<file path="config.mk">
export PLATFORM = sky130hd
export DESIGN_NAME = mem_arbiter_flat
export DESIGN_NICKNAME = d
export VERILOG_FILES = /design/src/rtl/mem_arbiter_if.sv /design/src/rtl/mem_arbiter.sv /design/src/flat_wrapper.sv
export SDC_FILE = /design/constraint.sdc
export NUM_CORES = 1
export LEC_CHECK = 0
export CAP_MARGIN = 5
export CORE_MARGIN = 3
export CORE_UTILIZATION = 18
export CTS_CLUSTER_DIAMETER = 150
export DETAILED_ROUTE_END_ITERATION = 16
export MAX_ROUTING_LAYER = met4
export PLACE_DENSITY = 0.85
export SLEW_MARGIN = 10
export SYNTH_ARGS = -nofsm -noshare
export SYNTH_HDL_FRONTEND = slang
export SYNTH_SLANG_ARGS = --single-unit
</file>
<file path="constraint.sdc">
create_clock -name clk -period 1.2 [get_ports clk]
set_input_delay 0.18 -clock clk [delete_from_list [all_inputs] [get_ports clk]]
set_output_delay 0.18 -clock clk [all_outputs]
set_load 0.03 [all_outputs]
</file>
<file path="src/rtl/mem_arbiter_if.sv">
// Bus bundle between the fetch/data requesters, the arbiter and the unified memory.
// The slave modport is the arbiter's view; master is the core-plus-memory view.
interface mem_arbiter_if #(
    parameter int AWIDTH = 14,
    parameter int DWIDTH = 32
);
    logic              if_req;
    logic [AWIDTH-1:0] if_addr;
    logic              if_gnt;
    logic              if_rvalid;
    logic [DWIDTH-1:0] if_rdata;
    logic              d_req;
    logic [3:0]        d_we;
    logic [AWIDTH-1:0] d_addr;
    logic [DWIDTH-1:0] d_wdata;
    logic              d_gnt;
    logic              d_rvalid;
    logic [DWIDTH-1:0] d_rdata;
    logic              mem_en;
    logic [3:0]        mem_we;
    logic [AWIDTH-1:0] mem_addr;
    logic [DWIDTH-1:0] mem_din;
    logic [DWIDTH-1:0] mem_dout;
    logic              stall;

    modport slave (
        input  if_req, if_addr, d_req, d_we, d_addr, d_wdata, mem_dout,
        output if_gnt, if_rvalid, if_rdata, d_gnt, d_rvalid, d_rdata,
        output mem_en, mem_we, mem_addr, mem_din, stall
    );

    modport master (
        output if_req, if_addr, d_req, d_we, d_addr, d_wdata, mem_dout,
        input  if_gnt, if_rvalid, if_rdata, d_gnt, d_rvalid, d_rdata,
        input  mem_en, mem_we, mem_addr, mem_din, stall
    );
endinterface

</file>
<file path="src/rtl/mem_arbiter.sv">
// Single-port memory arbiter: data normally wins, fetch is forced through after
// MAX_WAIT refused cycles; read data returns one cycle after the grant.
module mem_arbiter #(
    parameter int AWIDTH   = 14,
    parameter int DWIDTH   = 32,
    parameter int MAX_WAIT = 4
) (
    input  logic            clk,
    input  logic            rst_n,
    mem_arbiter_if.slave    bus
);

    localparam logic [3:0] MAX_W = 4'(MAX_WAIT);

    typedef enum logic [2:0] {
        IDLE = 3'b001,
        RD_I = 3'b010,
        RD_D = 3'b100
    } state_t;

    state_t            state, state_nxt;
    logic [3:0]        wait_cnt, wait_nxt;
    logic              if_win, d_win;
    logic [AWIDTH-1:0] addr_sel;
    logic [DWIDTH-1:0] din_sel;
    logic [3:0]        we_sel;

    // Requests are ignored while reset is held, so every grant is gated by rst_n.
    always_comb begin
        if_win = 1'b0;
        d_win  = 1'b0;
        if (rst_n) begin
            if (bus.d_req && (!bus.if_req || (wait_cnt < MAX_W)))
                d_win = 1'b1;
            else if (bus.if_req)
                if_win = 1'b1;
        end
    end

    always_comb begin
        addr_sel = '0;
        din_sel  = '0;
        we_sel   = '0;
        if (d_win) begin
            addr_sel = bus.d_addr;
            din_sel  = bus.d_wdata;
            we_sel   = bus.d_we;
        end else if (if_win) begin
            addr_sel = bus.if_addr;
        end
    end

    always_comb begin
        wait_nxt = 4'd0;
        if (bus.if_req && !if_win)
            wait_nxt = (wait_cnt == MAX_W) ? wait_cnt : wait_cnt + 4'd1;
    end

    always_ff @(posedge clk) begin
        if (!rst_n) begin
            state    <= IDLE;
            wait_cnt <= 4'd0;
        end else begin
            state    <= state_nxt;
            wait_cnt <= wait_nxt;
        end
    end

    // A pending read is squashed while reset is held, even though the state
    // register only returns to IDLE at the next edge.
    always_comb begin
        state_nxt     = IDLE;
        bus.if_gnt    = if_win;
        bus.d_gnt     = d_win;
        bus.mem_en    = if_win | d_win;
        bus.mem_we    = we_sel;
        bus.mem_addr  = addr_sel;
        bus.mem_din   = din_sel;
        bus.stall     = rst_n & ((bus.if_req & !if_win) | (bus.d_req & !d_win));
        bus.if_rvalid = 1'b0;
        bus.if_rdata  = '0;
        bus.d_rvalid  = 1'b0;
        bus.d_rdata   = '0;

        if (if_win)
            state_nxt = RD_I;
        else if (d_win && (bus.d_we == 4'd0))
            state_nxt = RD_D;

        if (rst_n && (state == RD_I)) begin
            bus.if_rvalid = 1'b1;
            bus.if_rdata  = bus.mem_dout;
        end
        if (rst_n && (state == RD_D)) begin
            bus.d_rvalid = 1'b1;
            bus.d_rdata  = bus.mem_dout;
        end
    end

endmodule

</file>
<file path="src/flat_wrapper.sv">
// flat-port wrapper written by rule: the top's interface ports become plain ports
module mem_arbiter_flat 
#(
    parameter int AWIDTH   = 14,
    parameter int DWIDTH   = 32,
    parameter int MAX_WAIT = 4
)
  (clk, rst_n, bus_if_req, bus_if_addr, bus_d_req, bus_d_we, bus_d_addr, bus_d_wdata, bus_mem_dout, bus_if_gnt, bus_if_rvalid, bus_if_rdata, bus_d_gnt, bus_d_rvalid, bus_d_rdata, bus_mem_en, bus_mem_we, bus_mem_addr, bus_mem_din, bus_stall);
  mem_arbiter_if #(.AWIDTH(AWIDTH), .DWIDTH(DWIDTH)) bus_i ();
  input  logic clk;
  input  logic rst_n;
  input wire logic [$bits(bus_i.if_req)-1:0] bus_if_req;
  input wire logic [$bits(bus_i.if_addr)-1:0] bus_if_addr;
  input wire logic [$bits(bus_i.d_req)-1:0] bus_d_req;
  input wire logic [$bits(bus_i.d_we)-1:0] bus_d_we;
  input wire logic [$bits(bus_i.d_addr)-1:0] bus_d_addr;
  input wire logic [$bits(bus_i.d_wdata)-1:0] bus_d_wdata;
  input wire logic [$bits(bus_i.mem_dout)-1:0] bus_mem_dout;
  output wire logic [$bits(bus_i.if_gnt)-1:0] bus_if_gnt;
  output wire logic [$bits(bus_i.if_rvalid)-1:0] bus_if_rvalid;
  output wire logic [$bits(bus_i.if_rdata)-1:0] bus_if_rdata;
  output wire logic [$bits(bus_i.d_gnt)-1:0] bus_d_gnt;
  output wire logic [$bits(bus_i.d_rvalid)-1:0] bus_d_rvalid;
  output wire logic [$bits(bus_i.d_rdata)-1:0] bus_d_rdata;
  output wire logic [$bits(bus_i.mem_en)-1:0] bus_mem_en;
  output wire logic [$bits(bus_i.mem_we)-1:0] bus_mem_we;
  output wire logic [$bits(bus_i.mem_addr)-1:0] bus_mem_addr;
  output wire logic [$bits(bus_i.mem_din)-1:0] bus_mem_din;
  output wire logic [$bits(bus_i.stall)-1:0] bus_stall;
  assign bus_i.if_req = bus_if_req;
  assign bus_i.if_addr = bus_if_addr;
  assign bus_i.d_req = bus_d_req;
  assign bus_i.d_we = bus_d_we;
  assign bus_i.d_addr = bus_d_addr;
  assign bus_i.d_wdata = bus_d_wdata;
  assign bus_i.mem_dout = bus_mem_dout;
  assign bus_if_gnt = bus_i.if_gnt;
  assign bus_if_rvalid = bus_i.if_rvalid;
  assign bus_if_rdata = bus_i.if_rdata;
  assign bus_d_gnt = bus_i.d_gnt;
  assign bus_d_rvalid = bus_i.d_rvalid;
  assign bus_d_rdata = bus_i.d_rdata;
  assign bus_mem_en = bus_i.mem_en;
  assign bus_mem_we = bus_i.mem_we;
  assign bus_mem_addr = bus_i.mem_addr;
  assign bus_mem_din = bus_i.mem_din;
  assign bus_stall = bus_i.stall;
  mem_arbiter #(.AWIDTH(AWIDTH), .DWIDTH(DWIDTH), .MAX_WAIT(MAX_WAIT)) u_core (.clk(clk), .rst_n(rst_n), .bus(bus_i));
endmodule
</file>
==> flow_summary.toml <==
[critical_path]
r2r-start = "u_core.wait_cnt[2]$_SDFFE_PN0N_"
reg2reg_slack_ns = -0.20
cp.required_ns = 1.02
r2r_cells = 8
end_kind = "output port"
worstPathMaxFanout = 6
worstReg2RegEnd = "u_core.state[2]$_SDFF_PP0_"
arrival_ns = 1.45
start_kind = "register"
path_class = "register to output port"

[drt]
drt-pass1-iter-count = 3
vias = 2051
drc_errors = 0
vias_per_cell = 4.336
wl_mm = 8.309
drtAntennaViolNets = 0
dr.first_iter.drc_count = 15
wl_per_cell_um = 17.57

[clock_network]
clk_path_buf_depth = 2
cts_max_level = 1
cts_inserted_buffers = 3
cts_root_buf = "clkbuf_8"
clk_latency_ns = 0.23
cts_tree = "done"
ctsHoldBuffers = 0
cts.reportedPaths.clkPinSlew_ns = 0.04
cts.sinks = 7

[logic_synthesis]
ys_async_sr_fraction = 0
netlist_instances = 155
yosysMostFrequentCell = "and2_1"
yosysTopAreaCellShare = 0.5681
yosysUniqueCellTypes = 20
syn_nets = 257
synth_ff_type = "dfxtp_1"
synth_common_cells = "and2_1, a22o_1, dfxtp_1"
synthTopCellsByArea = "and2_1, dfxtp_1, a22o_1"
mappedNetlistArea_sq_um = 1112
ys_warn_count = 0
avgSynthCellArea_sq_um = 7.176
seq_area_frac_synth = 0.1260
synth_edf_count = 0
yosysTopAreaCell = "and2_1"
synth_seq_cells = 7

[die]
die_h_um = 84.61
start_util = 0.1868
die_area_sq_um = 7159
ios = 220
fp.dieW_um = 84.61
num_rows = 28
design.core.area_sq_um = 5956

[run_status]
violations = "setup timing"
status = "finished with violations"

[timing]
clock_skew_ns = 0.002301
setup_violations = 121
slew_violations = 0
rsz0062_at_grt = "yes"
max_freq_ghz = 0.6138
worst_slack_ns = -0.4293
fin_crit_ns = 1.629
finalHoldViolations = 0
finalCritPeriodShare = 1.358

[global_routing]
first_global_vias = 2134
grt_pass1_wl_mm = 11.40
grt_usage = 0.2039
gr-total-overflow = 0
grt_max_degree = 34
antenna_found_initial = 0

[power_and_ir_drop]
pwr-share-comb = 0.663
power_density_nw_per_um2 = 384.6
ir_drop_mv = 0.4171
total_power_mw = 1.703
internal_power_mw = 1.157
p_leak_nw = 2.089
p_switching_mw = 0.5452
seqPwrFrac = 0.144
p_sw_frac = 0.3202
clkPwrFrac = 0.192

[min_path]
min_to = "u_core.state[1]$_SDFF_PN0_"
hp-class = "input pin to register"
min_path_cells = 3
min_from = "bus_d_req"

[place]
post_dp_cell_area_sq_um = 3477
place_congestion = 0.8683
hpwl_mm = 5.399
placement.io_buffers = 219
pre_cts_ws_ns = -0.5584

[cells_and_area]
nets = 501
layout-drive-gt1-share = 0.7035
postLayoutCellArea_sq_um = 4427
n_antenna_cell = 0
area_delta_synth_final_pct = 298.0

[job]
cap_viol_max_count = 0
[power groups by stage]
stage	Clock, mW	Combinational, mW	Sequential (mW)
finish	0.328	1.13	0.245
global route	0.354	1.18	0.246
CTS	0.335	1.11	0.244
detailed placement	0	0.932	0.248
global placement	0	0.921	0.248
floorplan	0	0.400	0.247
[critical path, stage by stage (launching register included)]
cell and delay, ns:
dfxtp_2 0.33, o21ai_2 0.06, and3_4 0.19, buf_6 0.14, buf_16 0.13, a22o_4 0.25
buf_12 0.13
[layer usage]
| layer | routed length, um | vias up | track usage |
|---|---|---|---|
| met5 | 0 | - | - |
| met4 | 104 | 0 | 0.03165 |
| met3 | 342 | 12 | 0.01963 |
| met2 | 4907 | 86 | 0.4036 |
| met1 | 2955 | 967 | 0.2197 |
| li1 | - | 986 | - |
[repair_timing]
action,in CTS,in global routing
pin swaps,7,44
setup buffers,10,5
setup endpoints to repair,120,121
gates cloned,6,6
resized for setup,103,78
[worst max-delay path by stage]
stage / from / to / cells past startpoint / slack [ns]
2_1_floorplan: u_core.state[1]$_SDFF_PN0_ / bus_d_rdata[29] / 3 / -0.05
3_3_place_gp: bus_if_req / bus_mem_addr[10] / 6 / -0.53
6_report: u_core.wait_cnt[2]$_SDFFE_PN0N_ / bus_mem_addr[8] / 6 / -0.43
4_1_cts: u_core.wait_cnt[2]$_SDFFE_PN0N_ / bus_mem_addr[1] / 6 / -0.45
3_5_place_dp: bus_if_req / bus_mem_addr[10] / 6 / -0.56
5_1_grt: u_core.wait_cnt[2]$_SDFFE_PN0N_ / bus_mem_addr[6] / 6 / -0.47
[stage by stage]
stage               setup TNS, ns  utilization  std cells  hold WS (ns)
floorplan                  -2.433            -        155        0.2719
global route               -50.87       0.7433        473        0.4370
finish                     -44.97       0.7433        473        0.4137
detailed placement         -56.89       0.5838        445        0.5362
global placement           -54.83       0.5838        445        0.5198
CTS                        -43.79       0.6922        465        0.3946
[kinds of logic after synthesis]
group | Yosys count | synth area share
AND/OR/NAND/NOR | 112 | 0.6367
AO/OA/AOI/OAI | 18 | 0.1316
buffers and inverters | 15 | 0.07986
flip-flops | 7 | 0.1260
adder cells (fa/ha/maj) | 2 | 0.02249
other | 1 | 0.003371
[area by class of cell]
type / count / area (sq um)
clock buffers: 4 / 45.04
fillers: 409 / 1529
inverters: 2 / 7.507
multi-input cells: 133 / 1255
flip-flops and latches: 7 / 145.1
well taps: 75 / 93.84
repair buffers: 252 / 2880
[cell usage in the layout, fill, tap and decap left out]
cell type / netlist / layout
buf_4: 1 / 11
nor4_1: 1 / 1
and3_1: 5 / 4
inv_1: 2 / 2
buf_6: 3 / 123
and2_2: 0 / 12
buf_16: 0 / 4
a21oi_1: 2 / 1
clkbuf_16: 0 / 5
o21ai_2: 0 / 1
clkdlybuf4s50_1: 0 / 96
conb_1: 1 / 1
or2_4: 0 / 1
and3_4: 0 / 1
nor2_4: 0 / 1
and2_4: 0 / 89
buf_8: 0 / 2
clkbuf_1: 4 / 1
nand2_1: 1 / 1
a22o_1: 14 / 3
a21oi_4: 0 / 1
dfxtp_2: 0 / 4
dlygate4sd2_1: 0 / 3
a21oi_2: 1 / 1
and4bb_4: 0 / 2
ha_1: 2 / 2
buf_12: 0 / 8
a22o_4: 0 / 11
clkbuf_8: 0 / 3
dfxtp_1: 7 / 3
[sequential cells by signal, indices dropped and copies added (netlist names)]
register and count:
u_core.state 3, u_core.wait_cnt 4
No activity file was read; power rests on OpenSTA's default activity.
